==> config.mk <==
export PLATFORM = sky130hd
export DESIGN_NAME = if_stage
export DESIGN_NICKNAME = d
export VERILOG_FILES = /design/src/rtl/mips_pkg.sv /design/src/rtl/if_fetch_buffer.sv /design/src/rtl/if_stage.sv
export SDC_FILE = /design/constraint.sdc
export NUM_CORES = 1
export LEC_CHECK = 0
export CAP_MARGIN = 20
export CORE_MARGIN = 8
export CORE_UTILIZATION = 53
export CTS_CLUSTER_DIAMETER = 80
export DETAILED_ROUTE_END_ITERATION = 10
export PLACE_DENSITY = 0.82
export SLEW_MARGIN = 20
export SYNTH_ARGS = -nofsm -noshare
export SYNTH_HDL_FRONTEND = slang
export SYNTH_SLANG_ARGS = --single-unit
==> constraint.sdc <==
create_clock -name clk -period 2.9 [get_ports clk]
set_input_delay 0.58 -clock clk [delete_from_list [all_inputs] [get_ports clk]]
set_output_delay 0.58 -clock clk [all_outputs]
set_load 0.005 [all_outputs]
==> src/rtl/mips_pkg.sv <==
// Shared mips32 pipeline definitions: fetch FSM states, NOP, PC step and the
// fetch buffer entry layout.
package mips_pkg;
  localparam logic [31:0] NOP          = 32'h0000_0000;
  localparam logic [31:0] RESET_PC_DEF = 32'h0000_0000;
  localparam logic [31:0] PC_STEP      = 32'd4;

  typedef enum logic [1:0] {IDLE, REQ, HOLD, DRAIN} fetch_state_t;

  typedef struct packed {
    logic [31:0] pc;
    logic [31:0] inst;
  } fetch_entry_t;

  // Modulo-2^32 sequential fetch address; FFFF_FFFC wraps to 0.
  function automatic logic [31:0] next_pc(input logic [31:0] pc);
    return pc + PC_STEP;
  endfunction
endpackage

==> src/rtl/if_fetch_buffer.sv <==
// One-entry holding register for an instruction fetched while decode is stalled.
module if_fetch_buffer
  import mips_pkg::*;
(
  input  logic        clk,
  input  logic        rst,
  input  logic        load,
  input  logic        clear,
  input  logic [31:0] dinInst,
  input  logic [31:0] dinPc,
  output logic [31:0] doutInst,
  output logic [31:0] doutPc,
  output logic        full
);
  fetch_entry_t entry;

  // Clear wins over load so a redirect can never leave a stale entry behind.
  always_ff @(posedge clk) begin
    if (rst || clear) begin
      entry <= '{pc: 32'h0, inst: NOP};
      full  <= 1'b0;
    end else if (load) begin
      entry <= '{pc: dinPc, inst: dinInst};
      full  <= 1'b1;
    end
  end

  assign doutInst = entry.inst;
  assign doutPc   = entry.pc;
endmodule

==> src/rtl/if_stage.sv <==
// mips32 instruction-fetch stage: PC, single-outstanding imem handshake,
// stall buffering and redirect draining; feeds the IF/ID register.
module if_stage
  import mips_pkg::*;
#(
  parameter logic [31:0] RESET_PC = RESET_PC_DEF
) (
  input  logic        clk,
  input  logic        rst,
  output logic        imemReq,
  output logic [31:0] imemAddr,
  input  logic        imemAck,
  input  logic [31:0] imemData,
  input  logic        stall,
  input  logic        redirect,
  input  logic [31:0] redirectPc,
  output logic [31:0] pcOut,
  output logic [31:0] instOut,
  output logic        validOut
);
  fetch_state_t state;
  logic [31:0]  pc;
  logic [31:0]  drainPc;
  logic         xfer;
  logic         bufLoad, bufClear, bufFull;
  logic [31:0]  bufInst, bufPc;

  // DRAIN keeps presenting the abandoned address while pc already holds the target.
  assign imemReq  = (state == REQ) || (state == DRAIN);
  assign imemAddr = (state == DRAIN) ? drainPc : pc;
  assign xfer     = imemReq && imemAck;

  assign bufLoad  = !redirect && (state == REQ) && xfer && stall;
  assign bufClear = redirect || ((state == HOLD) && !stall);

  if_fetch_buffer u_buf (
    .clk      (clk),
    .rst      (rst),
    .load     (bufLoad),
    .clear    (bufClear),
    .dinInst  (imemData),
    .dinPc    (next_pc(pc)),
    .doutInst (bufInst),
    .doutPc   (bufPc),
    .full     (bufFull)
  );

  always_ff @(posedge clk) begin
    if (rst) begin
      state    <= IDLE;
      pc       <= RESET_PC;
      drainPc  <= RESET_PC;
      pcOut    <= 32'h0;
      instOut  <= NOP;
      validOut <= 1'b0;
    end else if (redirect) begin
      validOut <= 1'b0;
      pc       <= redirectPc;
      if (imemReq && !imemAck) begin
        state <= DRAIN;
        if (state == REQ) drainPc <= pc;
      end else begin
        state <= REQ;
      end
    end else begin
      case (state)
        IDLE: state <= REQ;
        REQ: begin
          if (xfer) begin
            pc <= next_pc(pc);
            if (stall) begin
              state <= HOLD;
            end else begin
              instOut  <= imemData;
              pcOut    <= next_pc(pc);
              validOut <= 1'b1;
            end
          end else if (!stall) begin
            validOut <= 1'b0;
          end
        end
        HOLD: begin
          if (!stall) begin
            instOut  <= bufInst;
            pcOut    <= bufPc;
            validOut <= bufFull;
            state    <= REQ;
          end
        end
        DRAIN: begin
          validOut <= 1'b0;
          if (imemAck) state <= REQ;
        end
        default: state <= IDLE;
      endcase
    end
  end
endmodule

==> metrics.cfg <==
[cells_and_area]
syn_to_final_growth_pct=27.0
n_antenna_cell=0
fin_cells=1446
nets=1281
utilization=0.677
drive_above_1_share=0.111

[floorplanning]
dieHeight_microns=147
core_sq_mm=0.0170
initial_core_util=0.533
die_w_microns=147
io-pin-count=167
rows=48
dieArea_sq_mm=0.0215

[timing]
setup_ws_ns=0.0736
clock_skew_ns=0.0126
hold_viol_final=0
max_freq_mhz=354
period_needed_ns=2.83
slew_headroom=0.561
finalSetupTns_ns=0
setup_viol=0
rsz0062_at_grt=no
worst_pin_slew_ns=0.658
final_max_slew_viol_count=0
period_share=0.975

[detailed_routing]
wl_per_cell_microns=17.3
ant_nets=0
dr.pass1.iters=5
vias_per_cell=5.65
routed_wirelength_mm=25.0
drc=0
drt_iter0_markers=580
num_vias=8168

[place]
place_congestion=0.906
dp_hpwl_mm=17.2
port_buffers=166
place_ws_ns=0.290
dp.cells=1414

[grt]
grt-ovfl-total=0
grt_max_degree=92
track_usage=0.230
grt_pass1_vias=8104
grt_pass1_wl_mm=41.0
grt_antenna_before_repair=0

[yosys]
synthCells=1092
syn_nets=1165
ys_ff_latch=196
async_reset_ff_frac=0
avgSynthCellArea_sq_um=8.30
synth-main-ff-cell=dfxtp_1
synth_area_sq_mm=0.00906
yosysSeqAreaShare=0.433
yosys.cell_count.top_type=nand2_1
yosysUniqueCellTypes=57
synth-edff-count=0
synth_top_area_share=0.433
yosys-top-cells-area=dfxtp_1 43%, nand2_1 8.6%, a21oi_1 5.6%, a211oi_1 5.1%, mux2i_1 4.4%
yosysWarnings=0
synth_top_cell_by_area=dfxtp_1
synth_common_cells=207 x nand2_1, 196 x dfxtp_1, 102 x nor2_1

[pwr]
p_leak_nw=3.86
ir_worst_vdd_mv=0.453
powerDensity_mw_per_mm2=542

[critical_path]
cp-end-kind=output port
worst-r2r-cell-count=5
startpoint_type=register
cp_max_fo=27
critPathKind=register to output port
cp_slowest_stage_delay_ns=0.46
worstPathArrival_ns=2.25
cp_slowest_cell=clkdlybuf4s50_1
required_ns=2.32
crit_chain=ha_1 > buf_6 > mux2_2 > clkdlybuf4s50_1

[hold_path]
min_path_type=register to register
hold_depth=2

[clock_network]
post_cts_buffers=0
numCtsBuffers=17
cts-root-buf=clkbuf_16
ctsResizeCount=1
clock_path_buffers=2
path_clk_slew_ns=0.08
cts_sinks=196
ctsHoldBuffers=0
cts_tree=built
h-tree-depth=4
clock_latency_ns=0.43

[run_status]
status=finished clean

[run]
cap_violations=0

[kinds of logic (layout without fill, tap and decap cells)]
logic type               Yosys count  count (layout)  synth area share
buffers and inverters            114             243            0.0540
AND/OR/NAND/NOR                  415             415             0.207
XOR/XNOR                          46              46            0.0445
multiplexers                      71              71            0.0827
adder cells (fa/ha/maj)            4               4           0.00552
AO/OA/AOI/OAI                    246             246             0.173
flip-flops                       196             196             0.433
[registers in the layout, summed over array words and instances (netlist names), 2 cells and up]
| register | flops |
|---|---|
| state | 2 |
| instOut | 32 |
| u_buf.doutInst | 32 |
| pc | 32 |
| drainPc | 32 |
| u_buf.doutPc | 32 |
| pcOut | 32 |
[final timing paths]
check / startpoint / to / slack (ns)
worst max register to register: pc[20] / pcOut[29] / 0.66
worst max-delay path: state[1] / imemAddr[31] / 0.07
worst min register to register: u_buf.doutPc[10] / u_buf.doutPc[10] / 0.45
worst min-delay path: u_buf.doutPc[10] / u_buf.doutPc[10] / 0.45
[per-stage QoR]
step	hold slack, ns	instance area (sq um)	power (W)
4_1_cts	0.451	11500	0.00626
3_5_place_dp	0.442	10900	0.00407
2_1_floorplan	0.431	9060	0.00352
3_3_place_gp	0.437	10900	0.00405
5_1_grt	0.469	11500	0.00648
6_report	0.450	11500	0.00624
[final cells by class]
cell class	count	area, sq um
inverter	6	22.5
clock buffer	20	457
sequential	196	3920
multi-input combinational	782	4690
clock inverter	12	104
fill	1362	5490
timing repair buffer	205	2030
tap	225	282
[worst max-delay path, delay by kind of cell (launching register included)]
kind / cells / cell delay [ns]
adders and majority gates: 1 / 0.24
buffers and inverters: 2 / 0.74
DFF: 1 / 0.43
muxes: 1 / 0.40
[placed cells by master (no fill, tap or decap), types with 7 or more instances in the layout]
cell and n:
mux2_2 31, mux2i_1 40, buf_4 33, a21oi_1 101, o21ai_0 22, nand3_1 22, o21ai_1 7, xnor2_1 30
nand2_1 207, nor3_2 7, a31oi_1 7, xor2_1 16, nor3_1 20, a211oi_1 61, nor4_1 10, dfxtp_1 196
clkdlybuf4s50_1 165, nand4_1 12, clkbuf_16 17, nor2_1 101
[report_power, final]
part           total [W]  switching, W  internal (W)  leakage [nW]
Clock            0.00223       0.00107       0.00116         0.262
Combinational    0.00108      0.000528      0.000549          2.00
Sequential       0.00293      0.000108       0.00282          1.59
Total            0.00624       0.00171       0.00453          3.86
[metal layers]
metal	global-route usage	routed length, microns
met2	0.391	12300
met1	0.279	10500
met4	0.0948	745
met5	0	0
met3	0.0446	1450
Power figures use the tool's default switching activity.
